`src/rtl/instruction_fetch_unit_if.sv`:
```
// instruction_fetch_unit_if: instruction-memory read bus (req/addr out, data/ready back)
//  Ports/signals: imem_req, imem_addr[PC_W], imem_data[INSTR_W], imem_ready
//  Modports: master (fetch unit side), slave (memory side)
interface instruction_fetch_unit_if #(
    parameter int PC_W    = 10,
    parameter int INSTR_W = 32
);
    logic               imem_req;
    logic [PC_W-1:0]    imem_addr;
    logic [INSTR_W-1:0] imem_data;
    logic               imem_ready;
    modport master(output imem_req, imem_addr, input imem_data, imem_ready);
    modport slave(input imem_req, imem_addr, output imem_data, imem_ready);
endinterface

```
`src/rtl/instruction_fetch_unit.sv`:
```
// instruction_fetch_unit: IF stage feeding the IF/ID latch with {instruction, PC+1}
//  Ports: enable (clock, rising edge), reset (sync, active-high),
//         PC_write_i (1 = advance, 0 = stall), branch_taken_i / branch_target_i (redirect),
//         imem (instruction memory bus, master side),
//         instruc_out_o / PC_plus_1_out_o / IF_ID_write_o (IF/ID latch write), halted_o.
//  Optional feature: define FETCH_HALT_EN to stop fetching after delivering a HALT_OPCODE word.
module instruction_fetch_unit #(
    parameter int              PC_W        = 10,
    parameter int              INSTR_W     = 32,
    parameter logic [PC_W-1:0] RESET_PC    = '0,
    parameter logic [5:0]      HALT_OPCODE = 6'h3F
) (
    input  logic                     enable,
    input  logic                     reset,
    input  logic                     PC_write_i,
    input  logic                     branch_taken_i,
    input  logic [PC_W-1:0]          branch_target_i,
    instruction_fetch_unit_if.master imem,
    output logic [INSTR_W-1:0]       instruc_out_o,
    output logic [PC_W-1:0]          PC_plus_1_out_o,
    output logic                     IF_ID_write_o,
    output logic                     halted_o
);
    typedef enum logic [1:0] {
        IDLE,
        FETCH,
`ifdef FETCH_HALT_EN
        HOLD,
        HALT
`else
        HOLD
`endif
    } state_t;

    state_t             state_q;
    logic [PC_W-1:0]    pc_q;
    logic [PC_W-1:0]    pc_inc;
    logic [INSTR_W-1:0] buf_q;
    logic [INSTR_W-1:0] instr_q;
    logic [PC_W-1:0]    pcp1_q;
    logic               wr_q;
    logic [INSTR_W-1:0] dlv_data;
    logic               dlv;
    logic               flush;

    assign imem.imem_req  = state_q == FETCH;
    assign imem.imem_addr = pc_q;
    assign pc_inc         = pc_q + 1'b1;
    // A held word comes from the buffer, a fresh one straight off the bus.
    assign dlv_data       = state_q == HOLD ? buf_q : imem.imem_data;
    // Redirect beats delivery, so dlv already excludes the flush case.
    assign flush          = branch_taken_i && (state_q == FETCH || state_q == HOLD);
    assign dlv            = !branch_taken_i && PC_write_i &&
                            ((state_q == FETCH && imem.imem_ready) || state_q == HOLD);

    assign instruc_out_o   = instr_q;
    assign PC_plus_1_out_o = pcp1_q;
    assign IF_ID_write_o   = wr_q;

`ifdef FETCH_HALT_EN
    logic halted_q;
    logic is_halt;
    assign is_halt  = dlv_data[INSTR_W-1 -: 6] == HALT_OPCODE;
    assign halted_o = halted_q;
`else
    logic unused_halt_opcode;
    assign unused_halt_opcode = ^HALT_OPCODE;
    assign halted_o = 1'b0;
`endif

    always_ff @(posedge enable) begin
        if (reset) begin
            state_q <= IDLE;
            pc_q    <= RESET_PC;
            buf_q   <= '0;
            instr_q <= '0;
            pcp1_q  <= '0;
            wr_q    <= 1'b0;
`ifdef FETCH_HALT_EN
            halted_q <= 1'b0;
`endif
        end else begin
            wr_q <= flush || dlv;
            if (flush) begin
                pc_q    <= branch_target_i;
                instr_q <= '0;
                pcp1_q  <= branch_target_i;
                state_q <= FETCH;
            end else if (dlv) begin
                instr_q <= dlv_data;
                pcp1_q  <= pc_inc;
                pc_q    <= pc_inc;
`ifdef FETCH_HALT_EN
                state_q  <= is_halt ? HALT : FETCH;
                halted_q <= is_halt;
`else
                state_q <= FETCH;
`endif
            end else begin
                case (state_q)
                    IDLE: begin
                        if (branch_taken_i) pc_q <= branch_target_i;
                        state_q <= FETCH;
                    end
                    FETCH: begin
                        if (imem.imem_ready) begin
                            buf_q   <= imem.imem_data;
                            state_q <= HOLD;
                        end
                    end
                    default: ;
                endcase
            end
        end
    end
endmodule

```
`src/flat_wrapper.sv`:
```
// flat-port wrapper written by rule: the top's interface ports become plain ports
module instruction_fetch_unit_flat 
#(
    parameter int              PC_W        = 10,
    parameter int              INSTR_W     = 32,
    parameter logic [PC_W-1:0] RESET_PC    = '0,
    parameter logic [5:0]      HALT_OPCODE = 6'h3F
)
  (enable, reset, PC_write_i, branch_taken_i, branch_target_i, instruc_out_o, PC_plus_1_out_o, IF_ID_write_o, halted_o, imem_imem_req, imem_imem_addr, imem_imem_data, imem_imem_ready);
  instruction_fetch_unit_if #(.PC_W(PC_W), .INSTR_W(INSTR_W)) imem_i ();
  input  logic enable;
  input  logic reset;
  input  logic PC_write_i;
  input  logic branch_taken_i;
  input  logic [PC_W-1:0] branch_target_i;
  output logic [INSTR_W-1:0] instruc_out_o;
  output logic [PC_W-1:0] PC_plus_1_out_o;
  output logic IF_ID_write_o;
  output logic halted_o;
  output wire logic [$bits(imem_i.imem_req)-1:0] imem_imem_req;
  output wire logic [$bits(imem_i.imem_addr)-1:0] imem_imem_addr;
  input wire logic [$bits(imem_i.imem_data)-1:0] imem_imem_data;
  input wire logic [$bits(imem_i.imem_ready)-1:0] imem_imem_ready;
  assign imem_imem_req = imem_i.imem_req;
  assign imem_imem_addr = imem_i.imem_addr;
  assign imem_i.imem_data = imem_imem_data;
  assign imem_i.imem_ready = imem_imem_ready;
  instruction_fetch_unit #(.PC_W(PC_W), .INSTR_W(INSTR_W), .RESET_PC(RESET_PC), .HALT_OPCODE(HALT_OPCODE)) u_core (.enable(enable), .reset(reset), .PC_write_i(PC_write_i), .branch_taken_i(branch_taken_i), .branch_target_i(branch_target_i), .imem(imem_i), .instruc_out_o(instruc_out_o), .PC_plus_1_out_o(PC_plus_1_out_o), .IF_ID_write_o(IF_ID_write_o), .halted_o(halted_o));
endmodule
```
`config.mk`:
```
export PLATFORM = sky130hd
export DESIGN_NAME = instruction_fetch_unit_flat
export DESIGN_NICKNAME = d
export VERILOG_FILES = /design/src/rtl/instruction_fetch_unit_if.sv /design/src/rtl/instruction_fetch_unit.sv /design/src/flat_wrapper.sv
export SDC_FILE = /design/constraint.sdc
export NUM_CORES = 1
export LEC_CHECK = 0
export BUFFER_PORTS_ARGS = -buffer_cell sky130_fd_sc_hd__buf_4
export CAP_MARGIN = 40
export CORE_ASPECT_RATIO = 0.75
export CORE_MARGIN = 3
export CORE_UTILIZATION = 23
export CTS_CLUSTER_SIZE = 14
export DETAILED_ROUTE_END_ITERATION = 8
export GPL_ROUTABILITY_DRIVEN = 1
export PLACE_DENSITY_LB_ADDON = 0.1
export SETUP_SLACK_MARGIN = 0.5
export SLEW_MARGIN = 20
export SYNTH_ARGS = -nofsm -noshare
export SYNTH_HDL_FRONTEND = slang
export SYNTH_SLANG_ARGS = --single-unit
```
`constraint.sdc`:
```
create_clock -name enable -period 1.9 [get_ports enable]
set_clock_uncertainty 0.05 [all_clocks]
set_input_delay 0.38 -clock enable [delete_from_list [all_inputs] [get_ports enable]]
set_output_delay 0.38 -clock enable [all_outputs]
set_load 0.02 [all_outputs]
```
## Yosys cells after proc, flatten, opt, wreduce, memory -nomap -nowiden

Index checks and enable logic that the tools add are counted.

- Bits in registers: 87
- Bits in latches: 0
- Memory bits (writable): 0
- ROM bits: 0
- Bits of input ports: 47
- Output and inout bits: 55
- Word-level logic and storage cells: 45
- Memories kept: 0

- $add $sub $neg: 1
- Multiply operators: 0
- Divide/modulo/power cells: 0
- $lt $le $gt $ge: 0
- Equality and inequality tests: 4
- Shifts and indexed selects: 0
- Muxes and demuxes: 11
- Bitwise logic cells: 2
- Reduce and logical (&&, ||, !) cells: 20

Operators by type and width:

| operator | number |
|---|---|
| 2-to-1 mux 10 bit | 6 |
| 2-to-1 mux 32 bit | 1 |
| adder 10 x 1 -> 10 bit (second input constant) | 1 |
| AND reduction 2 bit | 3 |
| nonzero test 3 bit | 2 |
| logical AND 1 bit | 4 |
| inequality test 4 x 1 -> 1 bit (second input constant) | 1 |
| one-hot mux 2 bit (2 select lines) | 1 |
| AND reduction 4 bit | 1 |
| nonzero test 2 bit | 2 |
| nonzero test 4 bit | 1 |
| logical OR 1 bit | 3 |
| OR reduction 3 bit | 1 |
| == test 2 x 1 -> 1 bit (second input constant) | 1 |
| == test 2 bit (second input constant) | 1 |
| logical NOT 2 bit | 1 |
| 2-to-1 mux 1 bit | 2 |
| 2-to-1 mux 2 bit | 1 |
| inequality test 2 x 1 -> 1 bit (second input constant) | 1 |
| NOT 1 bit | 2 |
| OR reduction 2 bit | 1 |
| logical NOT 1 bit | 1 |

## Logic depth before layout (Yosys ltp)

- Depth after elaboration: 6
- Depth in mapped cells: 9
- Gate-level depth less buffers: 6

## Worst setup path before layout

No wires, ideal clock.

- Path type: register to register
- From: reg u_core.state_q[1]
- To: reg u_core.buf_q[0]
- Setup time: 132 ps
- Arrival time: 1610 ps
- Data required time: 1718 ps
- Slack: 108 ps
- Stages on the path, launching flop included: 9
- Period minus slack after synthesis: 1792 ps
- Cell sequence: dfxtp_1 inv_1 ha_1 nand2_1 or3_1 buf_2 buf_6 nand2_1 a21oi_1

- Longest elaborated chain between the ends: 6

Ends and longest elaborated chain:

| element | RTL line | RTL |
|---|---|---|
| start: declaration | instruction_fetch_unit.sv:35 | `state_t state_q;` |
| start signal: assignment | instruction_fetch_unit.sv:73 | `state_q <= IDLE;` |
| start signal: assignment | instruction_fetch_unit.sv:88 | `state_q <= FETCH;` |
| start signal: assignment | instruction_fetch_unit.sv:97 | `state_q <= FETCH;` |
| == test 2 x 1 -> 1 bit * | n/a |  |
| named net imem_imem_req | flat_wrapper.sv:20 | `output wire logic [$bits(imem_i.imem_req)-1:0] imem_imem_req;` |
| logical AND 1 bit | instruction_fetch_unit.sv:54 | `((state_q == FETCH && imem.imem_ready) \|\| state_q == HOLD);` |
| logical OR 1 bit | instruction_fetch_unit.sv:54 |  |
| logical AND 1 bit | instruction_fetch_unit.sv:53 | `assign dlv = !branch_taken_i && PC_write_i &&` |
| NOT 1 bit (no source line) | n/a |  |
| AND reduction 4 bit (no source line) * | n/a |  |
| end signal: assignment | instruction_fetch_unit.sv:107 | `buf_q <= imem.imem_data;` |
| end: declaration | instruction_fetch_unit.sv:38 | `logic [INSTR_W-1:0] buf_q;` |

Mark *: on every way through the listed nets, which the timed path passes. The rest lies on a longest branch.
A chain may end at the register's enable or synchronous reset.

## Worst setup path in the final report

- From: reg u_core.state_q[1]
- To: reg u_core.buf_q[21]

- Longest elaborated chain between the ends: 6

Ends and longest elaborated chain:

| element | RTL line |
|---|---|
| == test 2 x 1 -> 1 bit | instruction_fetch_unit.sv:52, instruction_fetch_unit.sv:54, instruction_fetch_unit.sv:100 |
| logical AND 1 bit | instruction_fetch_unit.sv:54 |
| logical OR 1 bit | instruction_fetch_unit.sv:54 |
| logical AND 1 bit | instruction_fetch_unit.sv:53 |
| NOT 1 bit (no source line) | n/a |
| AND reduction 4 bit (no source line) * | n/a |

Mark *: on every way between the ends. The rest lies on a longest branch, timed or not.

==> impl_metrics.tcl <==
set metrics [dict create \
    p_total_mw 5.79 \
    place_congestion 0.757 \
    status "finished clean" \
    cp_cell_sequence "inv_4 -> ha_4 -> and2_4 -> or3_4 -> buf_12 -> nand2_1 -> a21oi_1" \
    path_buf_inv 2 \
    antenna_found_initial 0 \
    crit_type "reg2reg" \
    drv_cap 0 \
    synth_top_area_share 0.463 \
    arrival_ns 1.87 \
    cts_tree "done" \
    drt_wl_total_um 12500 \
    hp-class "in2reg" \
    setup.worst_path.end_class "register" \
    layout_common_cells "buf_4 (107), dfxtp_1 (76), nand2_1 (75), a21oi_1 (47), mux2i_1 (36)" \
    finalHoldViolCount 0 \
    ys_seq_area_frac 0.463 \
    cts.sinks 87 \
    period_needed_ns 1.70 \
    ctsRootBufferMaster "clkbuf_16" \
    pin_count 102 \
    timing.hold.ws_ns 0.198 \
    numPortBuffers 100 \
    clk_pin_slew_worst_paths_ns 0.07 \
    drt_pass1_iterations 4 \
    cellPowerDensity_nw_per_um2 1000 \
    yosys_warnings 0 \
    die_w_um 154 \
    worstSetupStartpointType "register" \
    wl_per_cell_um 16.5 \
    syn-num-nets 480 \
    reg2reg_from "u_core.state_q[1]$_SDFFE_PP0P_" \
    drive_gt1_frac 0.405 \
    syn_area_um2 3760 \
    final_common_cell "buf_4" \
    slew_violations 0 \
    cpLargestDelayFamily "simple AND/OR/NAND/NOR gates" \
    drt_iter0_drc 160 \
    async_flop_share 0 \
    setup_viol 0 \
    worst-path-stages 7 \
    core_um2 15600 \
    dp_hpwl_um 7660 \
    p_leak_nw 2.12 \
    synth_cell_types 44 \
    overflow 0 \
    crit_fanout 16 \
    fmax_mhz 590 \
    syn_to_final_growth_pct 54.0 \
    n_antenna_cell 0 \
    min_to "u_core.buf_q[28]$_SDFFE_PP0P_" \
    rsz0062_at_grt "true" \
    clock_latency_ns 0.34 \
    synth_edf_count 0 \
    final_nets 597 \
    grt_pass1_vias 3392 \
    grt_max_degree 55 \
    crit_slowest_cell "or3_4" \
    synth.ff_latch_count 87 \
    syn_area_per_cell_um2 8.76 \
    vias 3487 \
    htree_levels 3 \
    vdd_drop_max_mv 0.437 \
    grt.total_usage 0.137 \
    regToRegSetupSlack_ns 0.20 \
    num_rows 39 \
    start_util 0.241 \
    grt_pass1_wl_um 19300 \
    drc 0 \
    r2r-end "u_core.buf_q[21]$_SDFFE_PP0P_" \
    hold_depth 2 \
    fp.dieH_um 117 \
    via_per_inst 4.61 \
    min_from "reset" \
    synth_top_flop_cell "dfxtp_1" \
    ctsHoldBuffers 0 \
    r2r_cells 7 \
    die_area_um2 17900 \
    clockBufferDepth 2 \
    critPathRequiredTime_ns 2.08 \
    timing.setup.tns_ns 0 \
    max_stage_delay_ns 0.41 \
    synth_area_leaders "dfxtp_1 (46%), mux2i_1 (9.6%), nand2_1 (7.7%)" \
    ant_nets 0 \
    syn_inst 429 \
    post-route-period-util 0.892 \
    numCtsBuffers 9 \
    yosys.area.top_type "dfxtp_1" \
]
## cells in the mapped netlist (2+ instances only)
library cell and n:
nor4_1 3, inv_1 3, a211oi_1 34, buf_6 4, clkbuf_1 10, ha_1 4, a31oi_1 3, dfxtp_1 87
or3_1 3, nand2_1 77, mux2i_1 36, nor3_1 3, o21ai_1 6, nor2b_1 2, nor2_1 34, a21boi_1 3
o21ai_0 2, buf_2 16, o22ai_1 3, xor2_1 4, nand3_1 6, a21oi_1 47, o21a_1 2, a22oi_1 9
xnor2_1 2, a21oi_2 3, nand4_1 2, and2_1 2, and3_1 4
## state kept, by name, indices dropped and copies added (netlist names)
register                count
u_core.imem.imem_addr      10
u_core.IF_ID_write_o        1
u_core.state_q              2
u_core.PC_plus_1_out_o     10
u_core.instruc_out_o       32
u_core.buf_q               32
## how the worst max path moves through the flow
stage	start	endpoint	slack, ns
3_5_place_dp	u_core.state_q[1]$_SDFFE_PP0P_	u_core.imem.imem_addr[9]$_SDFFE_PP0P_	0.07
3_3_place_gp	u_core.state_q[0]$_SDFFE_PP0P_	u_core.imem.imem_addr[9]$_SDFFE_PP0P_	0.1
5_1_grt	u_core.state_q[1]$_SDFFE_PP0P_	u_core.buf_q[2]$_SDFFE_PP0P_	0.15
2_1_floorplan	u_core.state_q[0]$_SDFFE_PP0P_	u_core.buf_q[0]$_SDFFE_PP0P_	0.25
4_1_cts	u_core.state_q[1]$_SDFFE_PP0P_	u_core.buf_q[17]$_SDFFE_PP0P_	0.21
6_report	u_core.state_q[1]$_SDFFE_PP0P_	u_core.buf_q[21]$_SDFFE_PP0P_	0.20
## stage by stage
step           utilization  area (µm²)  cells  setup WS (ns)
6_report             0.371        5790    756          0.205
5_1_grt              0.371        5790    756          0.154
2_1_floorplan            -        3870    429          0.245
4_1_cts              0.356        5560    751          0.213
3_3_place_gp         0.310        4830    716         0.0962
3_5_place_dp         0.310        4830    716         0.0673
## area by class of cell
cell class	count	area (µm²)
clock buffer	10	229
clock inverter	6	46.3
fill	1594	9820
inverter	3	13.8
multi-input combinational	307	2150
sequential	87	1760
tap	205	256
timing repair buffer	138	1340
## cell families (layout without fill, tap and decap cells)
logic type / after synthesis / after routing / share of synthesized area
adder cells (fa/ha/maj): 4 / 4 / 0.0133
XOR/XNOR: 6 / 6 / 0.0140
other: 1 / 1 / 0.000997
AO/OA/AOI/OAI: 118 / 118 / 0.200
flip-flops: 87 / 87 / 0.463
multiplexers: 36 / 36 / 0.0958
buffers and inverters: 35 / 157 / 0.0493
AND/OR/NAND/NOR: 142 / 142 / 0.164
## power breakdown
part	switching, mW	internal [mW]
logic	0.993	0.947
registers	0.152	2.02
clock network	0.788	0.892
## routing by layer
layer  GRT usage  part of all wire  vias up
met1       0.192              0.51     1653
li1            -                 -     1749
met3      0.0489             0.052        6
met4      0.0194            0.0058        0
met5           0                 0        -
met2       0.209              0.44       79
## worst register-to-register path, stage by stage (launching register included)
cell     delay [ns]
dfxtp_2        0.36
inv_4          0.06
ha_4           0.24
and2_4         0.16
or3_4          0.41
buf_12         0.17
nand2_1        0.08
a21oi_1        0.06
## timing repair
| item | 4_1_cts | 5_1_grt |
|---|---|---|
| gates resized for setup | 45 | 42 |
| gates cloned | 5 | 2 |
| buffers inserted | 14 | 3 |
| pin swaps | 8 | 24 |
| setup endpoints to repair | 92 | 92 |
Power figures use the tool's default switching activity.
